<file path="src/rtl/led_countdown_ctrl.sv">
// Debounced multi-button start/pause/clear/direction controller driving an
// up/down tick counter onto active-low LEDs, with wrap or saturate-and-stop ends.
module led_countdown_ctrl #(
    parameter int unsigned       N_BTN           = 3,
    parameter int unsigned       LED_W           = 4,
    parameter int unsigned       DEBOUNCE_CYCLES = 5000000,
    parameter int unsigned       TICK_CYCLES     = 50000000,
    parameter logic [LED_W-1:0]  LOAD_VAL        = {LED_W{1'b1}},
    parameter bit                WRAP            = 1'b1
) (
    input  logic             clk,
    input  logic             rst,
    input  logic [N_BTN-1:0] btn_n,
    output logic [LED_W-1:0] leds_n,
    output logic [LED_W-1:0] count,
    output logic             running,
    output logic             done,
    output logic [N_BTN-1:0] btn_press
);

    localparam int unsigned DB_W = (DEBOUNCE_CYCLES > 2) ? $clog2(DEBOUNCE_CYCLES) : 1;
    localparam int unsigned TK_W = (TICK_CYCLES > 2) ? $clog2(TICK_CYCLES) : 1;
    localparam logic [DB_W-1:0]  DB_LAST = DB_W'(DEBOUNCE_CYCLES - 1);
    localparam logic [TK_W-1:0]  TK_LAST = TK_W'(TICK_CYCLES - 1);
    localparam logic [LED_W-1:0] CNT_MAX = {LED_W{1'b1}};
    localparam logic [LED_W-1:0] CNT_MIN = {LED_W{1'b0}};
    localparam logic [LED_W-1:0] CNT_ONE = LED_W'(1);

    typedef enum logic [1:0] {
        S_IDLE  = 2'd0,
        S_RUN   = 2'd1,
        S_PAUSE = 2'd2,
        S_DONE  = 2'd3
    } state_t;

    logic [N_BTN-1:0] sync1;
    logic [N_BTN-1:0] sync2;
    logic [N_BTN-1:0] db;
    logic [DB_W-1:0]  db_cnt [N_BTN];
    logic [N_BTN-1:0] accept_c;
    logic [N_BTN-1:0] press_c;

    state_t           state;
    state_t           state_nx;
    logic [TK_W-1:0]  tick;
    logic [TK_W-1:0]  tick_nx;
    logic [LED_W-1:0] count_nx;
    logic             dir;
    logic             dir_nx;
    logic [LED_W-1:0] step_val;
    logic             at_limit;
    logic             hits_end;

    // A pending level change is accepted once it has been stable long enough.
    always_comb begin
        accept_c = '0;
        for (int unsigned i = 0; i < N_BTN; i++) begin
            accept_c[i] = (sync2[i] != db[i]) && (db_cnt[i] == DB_LAST);
        end
    end

    // Only a newly accepted low level (button pressed) counts as a press.
    assign press_c = accept_c & ~sync2;

    // Two-flop synchronizer and per-channel debounce.
    always_ff @(posedge clk) begin
        if (rst) begin
            sync1     <= '1;
            sync2     <= '1;
            db        <= '1;
            btn_press <= '0;
            for (int unsigned i = 0; i < N_BTN; i++) begin
                db_cnt[i] <= '0;
            end
        end else begin
            sync1     <= btn_n;
            sync2     <= sync1;
            btn_press <= press_c;
            for (int unsigned i = 0; i < N_BTN; i++) begin
                if (sync2[i] == db[i]) begin
                    db_cnt[i] <= '0;
                end else if (accept_c[i]) begin
                    db[i]     <= sync2[i];
                    db_cnt[i] <= '0;
                end else begin
                    db_cnt[i] <= db_cnt[i] + DB_W'(1);
                end
            end
        end
    end

    // Control state, tick counter, direction and count registers.
    always_ff @(posedge clk) begin
        if (rst) begin
            state   <= S_IDLE;
            tick    <= '0;
            dir     <= 1'b0;
            count   <= LOAD_VAL;
            leds_n  <= ~LOAD_VAL;
            running <= 1'b0;
            done    <= 1'b0;
        end else begin
            state   <= state_nx;
            tick    <= tick_nx;
            dir     <= dir_nx;
            count   <= count_nx;
            leds_n  <= ~count_nx;
            running <= (state_nx == S_RUN);
            done    <= (state_nx == S_DONE);
        end
    end

    // Next-state logic: clear beats start; direction toggles independently.
    always_comb begin
        state_nx = state;
        tick_nx  = tick;
        count_nx = count;
        dir_nx   = dir ^ press_c[2];
        step_val = dir ? (count + CNT_ONE) : (count - CNT_ONE);
        at_limit = dir ? (count == CNT_MAX) : (count == CNT_MIN);
        hits_end = dir ? (step_val == CNT_MAX) : (step_val == CNT_MIN);

        if (press_c[1]) begin
            state_nx = S_IDLE;
            count_nx = LOAD_VAL;
            tick_nx  = '0;
        end else if (press_c[0]) begin
            case (state)
                S_IDLE:  state_nx = S_RUN;
                S_RUN:   state_nx = S_PAUSE;
                S_PAUSE: state_nx = S_RUN;
                S_DONE: begin
                    state_nx = S_RUN;
                    count_nx = LOAD_VAL;
                    tick_nx  = '0;
                end
                default: state_nx = S_IDLE;
            endcase
        end else if (state == S_RUN) begin
            if (tick == TK_LAST) begin
                tick_nx = '0;
                if (WRAP) begin
                    count_nx = step_val;
                end else if (at_limit) begin
                    // Already pinned at the end (direction flipped onto it): stop there.
                    state_nx = S_DONE;
                end else begin
                    count_nx = step_val;
                    if (hits_end) begin
                        state_nx = S_DONE;
                    end
                end
            end else begin
                tick_nx = tick + TK_W'(1);
            end
        end else if (state != S_PAUSE) begin
            tick_nx = '0;
        end
    end

endmodule

</file>
<file path="config.mk">
export PLATFORM = sky130hd
export DESIGN_NAME = led_countdown_ctrl
export DESIGN_NICKNAME = d
export VERILOG_FILES = /design/src/rtl/led_countdown_ctrl.sv
export SDC_FILE = /design/constraint.sdc
export NUM_CORES = 1
export LEC_CHECK = 0
export BUFFER_PORTS_ARGS = -buffer_cell sky130_fd_sc_hd__buf_2
export CORE_ASPECT_RATIO = 1.5
export CORE_MARGIN = 1.5
export CORE_UTILIZATION = 56
export DETAILED_ROUTE_END_ITERATION = 8
export PLACE_DENSITY = 0.86
export SYNTH_ARGS = -nofsm -noshare
export SYNTH_HDL_FRONTEND = slang
export SYNTH_SLANG_ARGS = --single-unit
export TNS_END_PERCENT = 10
</file>
<file path="constraint.sdc">
create_clock -name clk -period 2.4 [get_ports clk]
set_clock_uncertainty 0.1 [all_clocks]
set_input_delay 0.24 -clock clk [delete_from_list [all_inputs] [get_ports clk]]
set_output_delay 0.24 -clock clk [all_outputs]
set_load 0.03 [all_outputs]
</file>
==> flow_summary.toml, run 1 <==
[global_routing]
track_usage = 0.252
grt_max_degree = 39
gr-total-overflow = 0
grt_pass1_vias = 5434
grt_pass1_wl_mm = 24.3
antenna_found_initial = 0

[clock_tree]
cts_root_buf = "clkbuf_16"
cts_tree = "built"
cts.sinks = 120
cts_inserted_buffers = 17
cts_buffer_depth = 2
clk_latency_ps = 410
cts.clk_slew.worst_paths_ps = 50
htreeDepth = 4

[pwr]
p_per_area_mw_per_mm2 = 643
ir_worst_vdd_mv = 0.496
p_leak_nw = 2.71
power.total_mw = 4.99

[placed_design]
place_ws_ps = 1.43
hpwl_mm = 9.96
io_buffers = 17
place_congestion = 0.859

[logic_synthesis]
synth_cell_types = 65
syn_area_per_cell_um2 = 9.69
synth_top_area_cell = "edfxtp_1"
synth-seq-cells = 120
async_flop_share = 0
yosys_warnings = 0
ys_seq_area_frac = 0.487
synth_area_leaders = "edfxtp_1 (33%), dfxtp_1 (16%), nor2_1 (5.1%)"
syn_inst = 655
synth_edf_count = 69
netlist_area_mm2 = 0.00635
synth_top_area_frac = 0.326
synthFlopType = "edfxtp_1"

[route]
routed_wl_mm = 14.8
ant_nets = 0
vias = 5465
drc = 0
wl_per_cell_um = 15.9
drt_iter0_markers = 329
via_per_inst = 5.85
first_pass_iters = 5

[floorplanning]
rows = 47
io_pins = 18
die_h_um = 133
core_area_mm2 = 0.0111
die_w_um = 89.9
start_util = 0.574
dieArea_mm2 = 0.0120

[finish]
fin_util = 0.703
multi_input_area_mm2 = 0.00340
fin_nets = 786
n_antenna_cell = 0
ff_latch_area_mm2 = 0.00309
nFillCells = 823
drive_gt1_frac = 0.144
syn2layout_area_growth_pct = 22.4

[timing]
hold_viol_final = 0
layout_setup_ws_ps = 5.17
setup-tns-final_ps = 0
rsz0062_at_grt = "true"
period_minus_slack_ps = 2390
finalSetupViolCount = 0
worst-slew-pin-transition_ps = 638
min_period_over_period = 0.998
max_freq_mhz = 418
finalMaxSlewViolations = 0
slew_headroom = 0.575

[min_path]
min_path_type = "in2reg"
worstHoldStart = "rst"
hold_depth = 2
min_to = "dir$_SDFF_PP0_"

[critical_path]
reg2reg_from = "db_cnt[0][21]$_SDFFCE_PN0P_"
reg2reg_slack_ps = 5
crit_type = "reg2reg"
crit_required_ps = 2640
worst_setup_path_end_kind = "flip-flop"
reg2reg_to = "running$_SDFF_PP0_"
arrival_ps = 2630
crit_fanout = 9
critPathLaunchType = "flip-flop"
reg2regPathDepth = 5

[job]
drv_cap = 0

[status]
status = "finished clean"
## what timing repair did
item | in CTS | in global routing
resized for setup | 3 | 10
endpoints found under the setup margin | 9 | 77
hold endpoints to repair | 3 | 0
hold buffers | 3 | 0
pin swaps | 0 | 3
buffers inserted | 0 | 1
## how the worst max path moves through the flow
stage | from | endpoint | slack, ps | depth (start not counted)
floorplan | db_cnt[0][21]$_SDFFCE_PN0P_ | db_cnt[0][15]$_SDFFCE_PN0P_ | 30 | 6
global placement | db_cnt[0][21]$_SDFFCE_PN0P_ | tick[1]$_SDFFE_PP0P_ | 40 | 6
detailed placement | db_cnt[0][21]$_SDFFCE_PN0P_ | tick[4]$_SDFFE_PP0P_ | 1 | 6
CTS | db_cnt[0][21]$_SDFFCE_PN0P_ | count[3]$_SDFF_PP1_ | 1 | 6
global route | db_cnt[0][13]$_SDFFCE_PN0P_ | running$_SDFF_PP0_ | -100 | 5
finish | db_cnt[0][21]$_SDFFCE_PN0P_ | running$_SDFF_PP0_ | 5 | 5
## final cells by class
cell class | count | area share
clock buffer | 19 | 0.0557
clock inverter | 13 | 0.0200
inverter | 10 | 0.00483
multi-input combinational | 565 | 0.437
sequential | 120 | 0.398
tap | 147 | 0.0237
timing repair buffer | 60 | 0.0609
## cells in the mapped netlist, types with 14 or more instances
cell and count:
xnor2_1 32, nand3_1 46, xor2_1 33, edfxtp_1 69
or3_1 14, and3_1 14, a31oi_1 20, clkbuf_1 16
nor2_1 86, dfxtp_1 51, nand4_1 37, nor3_1 15
nand2_1 55, nor4_1 16
## state kept, by name, summed over array words and instances, names as in the netlist
| register | count |
|---|---|
| count | 4 |
| state | 2 |
| leds_n | 4 |
| tick | 26 |
| sync2 | 3 |
| running | 1 |
| sync1 | 3 |
| dir | 1 |
| done | 1 |
| db_cnt | 69 |
| btn_press | 3 |
| db | 3 |
## worst max-delay path, stage by stage (launching register included)
cell and delay (ps):
edfxtp_1 380, or4b_1 530, or4_4 510, buf_4 190
or3_1 430, a21oi_1 180
## report_power, final
part | internal, mW | leakage (nW) | switching (mW)
sequential | 2.23 | 1.12 | 0.0527
clock | 1.62 | 0.274 | 0.921
combinational | 0.0725 | 1.31 | 0.0972
total | 3.92 | 2.71 | 1.07
## through the flow
| step | instances | hold slack, ps | cell area [um^2] |
|---|---|---|---|
| after CTS | 933 | 39.7 | 7720 |
| final | 934 | 55.9 | 7770 |
| after detailed placement | 898 | 293 | 7090 |
| after global routing | 934 | 70.2 | 7770 |
| after floorplan | 723 | 244 | 6600 |
| after global placement | 898 | 293 | 7090 |
## cells in the final DEF, fill, tap and decap left out, drive strengths merged, types with 4 or more instances in the layout
cell type  synthesis  layout
mux2i              4       4
nand4             38      38
edfxtp            69      69
nand4b             4       4
and3              14      14
clkinvlp           0       4
or4               10      10
xor2              33      33
xnor2             32      32
nor2              87      87
o21ai              6       6
a31oi             20      20
nor3              16      16
dfxtp             51      51
clkinv             0       6
nor4b              4       4
a311oi             5       5
nor4              16      16
and2               9       9
or2               10      10
conb               1      69
buf               12      57
nand3             46      46
inv               10      10
and4               8       8
clkbuf            16      19
or3               14      14
a21oi             13      13
or4b               4       4
nand2             55      55
nor2b              4       4
ha                 6       6
## layer usage
metal | GRT usage | vias to the layer above | share of wire
met5 | 0 | - | 0
met4 | 0.151 | 0 | 0.036
met3 | 0.0645 | 49 | 0.042
met2 | 0.446 | 186 | 0.53
met1 | 0.270 | 2637 | 0.39
li1 | - | 2593 | -
## logic make-up after synthesis
kind of cell | count (synthesis) | synth area share
multiplexers | 5 | 0.00808
other | 1 | 0.000591
XOR/XNOR | 65 | 0.0897
AND/OR/NAND/NOR | 352 | 0.298
adder cells (fa/ha/maj) | 7 | 0.0150
flip-flops | 120 | 0.487
buffers and inverters | 38 | 0.0274
AO/OA/AOI/OAI | 67 | 0.0741
Power figures use the tool's default switching activity.
==> inputs of run 2 (changes only) <==
- PLACE_DENSITY: 0.86 -> 0.76
==> flow_summary.toml, run 2 (same netlist as run 1, synthesis figures left out) <==
[status]
status = "finished, violations left"
violations = "setup timing"

[finish]
n_antenna_cell = 0
top_register = "db_cnt"
largest_reg_flops = 69
mostFrequentLayoutCells = "nor2_1 (85), edfxtp_1 (69), conb_1 (69)"
fin_util = 0.705
drive_gt1_frac = 0.146
instances_no_fill = 935
fin_area_mm2 = 0.00780
nFillCells = 862
layout_commonest_cell = "nor2_1"
fin_nets = 787
syn2layout_area_growth_pct = 22.8
top_regs = "db_cnt (69), tick (26)"

[placed_design]
place_congestion = 0.887
hpwl_mm = 9.78
dp.cells = 900
place_ws_ps = -67.0
io_buffers = 17
placed_cell_area_mm2 = 0.00711

[clock_tree]
cts_buffer_depth = 2
htreeDepth = 4
cts_root_buf = "clkbuf_16"
clk_latency_ps = 410
cts.sinks = 120
cts_setup_buffers = 0
cts_inserted_buffers = 17
cts_tree = "built"
cts.clk_slew.worst_paths_ps = 50

[critical_path]
reg2regPathDepth = 6
reg2reg_from = "db_cnt[0][21]$_SDFFCE_PN0P_"
crit_slowest_cell = "or4b_1"
critPathLaunchType = "flip-flop"
worst_setup_path_end_kind = "flip-flop"
crit_family = "simple AND/OR/NAND/NOR gates"
reg2reg_slack_ps = -10
crit_chain = "or4b_1 > or4_4 > buf_4 > nor3_4 > a211oi_2 > o21ba_1"
cp.buffers_inverters = 1
reg2reg_to = "leds_n[1]$_SDFF_PP0_"
crit_required_ps = 2600
crit_type = "reg2reg"
arrival_ps = 2610
slowest_delay_ps = 550
crit_fanout = 6

[pwr]
p_per_area_mw_per_mm2 = 630
ir_worst_vdd_mv = 0.577
p_leak_nw = 2.72
power.total_mw = 4.92

[floorplanning]
die_w_um = 89.9
start_util = 0.574
die_h_um = 133
core_area_mm2 = 0.0111
rows = 47
dieArea_mm2 = 0.0120
io_pins = 18

[route]
first_pass_iters = 4
wl_per_cell_um = 15.2
drt_iter0_markers = 279
routed_wl_mm = 14.2
ant_nets = 0
vias = 5360
drc = 0
via_per_inst = 5.73

[min_path]
hold_depth = 2
worstHoldStart = "rst"
min_to = "dir$_SDFF_PP0_"
min_path_type = "in2reg"

[timing]
hold_viol_final = 0
slew_headroom = 0.653
finalMaxSlewViolations = 0
max_freq_mhz = 415
worst-slew-pin-transition_ps = 516
layout_setup_ws_ps = -11.8
period_minus_slack_ps = 2410
finalSetupViolCount = 2
rsz0062_at_grt = "true"
min_period_over_period = 1.00

[global_routing]
track_usage = 0.247
grt_max_degree = 39
grt_pass1_wl_mm = 23.8
gr-total-overflow = 0
grt_pass1_vias = 5329
antenna_found_initial = 0

[job]
drv_cap = 0
-- run 2: worst max-delay path by stage --
stage | startpoint | depth (start not counted) | to
floorplan | db_cnt[0][21]$_SDFFCE_PN0P_ | 6 | db_cnt[0][15]$_SDFFCE_PN0P_
global placement | db_cnt[0][21]$_SDFFCE_PN0P_ | 6 | leds_n[1]$_SDFF_PP0_
detailed placement | db_cnt[0][21]$_SDFFCE_PN0P_ | 6 | tick[1]$_SDFFE_PP0P_
CTS | db_cnt[0][21]$_SDFFCE_PN0P_ | 7 | tick[5]$_SDFFE_PP0P_
global route | db_cnt[0][21]$_SDFFCE_PN0P_ | 6 | leds_n[1]$_SDFF_PP0_
finish | db_cnt[0][21]$_SDFFCE_PN0P_ | 6 | leds_n[1]$_SDFF_PP0_
-- run 2: layout make-up --
class                      count  area [um^2]  share of cell area
clock inverter                11         93.8              0.0120
timing repair buffer          61          500              0.0642
multi-input combinational    565         3400               0.436
sequential                   120         3090               0.397
tap                          147          184              0.0236
clock buffer                  21          493              0.0632
inverter                      10         37.5             0.00481
-- run 2: layer usage --
metal | vias up | part of all wire | GRT usage
met1 | 2570 | 0.40 | 0.271
met5 | - | 0 | 0
met4 | 0 | 0.026 | 0.106
li1 | 2605 | - | -
met2 | 151 | 0.53 | 0.453
met3 | 34 | 0.041 | 0.0605
-- run 2: where the power goes --
part           leakage, nW  internal [mW]  switching [mW]  total, mW
registers             1.12           2.23          0.0520       2.28
logic                 1.31         0.0726          0.0939      0.167
clock network        0.283           1.56           0.904       2.47
-- run 2: timing repair --
item,CTS,global route
pin swaps,1,11
hold buffers,3,0
gates resized for setup,9,7
endpoints found under the hold margin,3,0
setup endpoints to repair,25,61
-- run 2: per-stage QoR --
stage	TNS (ps)	hold slack (ps)
3_5_place_dp	-348	297
6_report	-16.6	74.4
3_3_place_gp	0	291
4_1_cts	-18.6	61.6
5_1_grt	-1770	78.6
2_1_floorplan	0	244
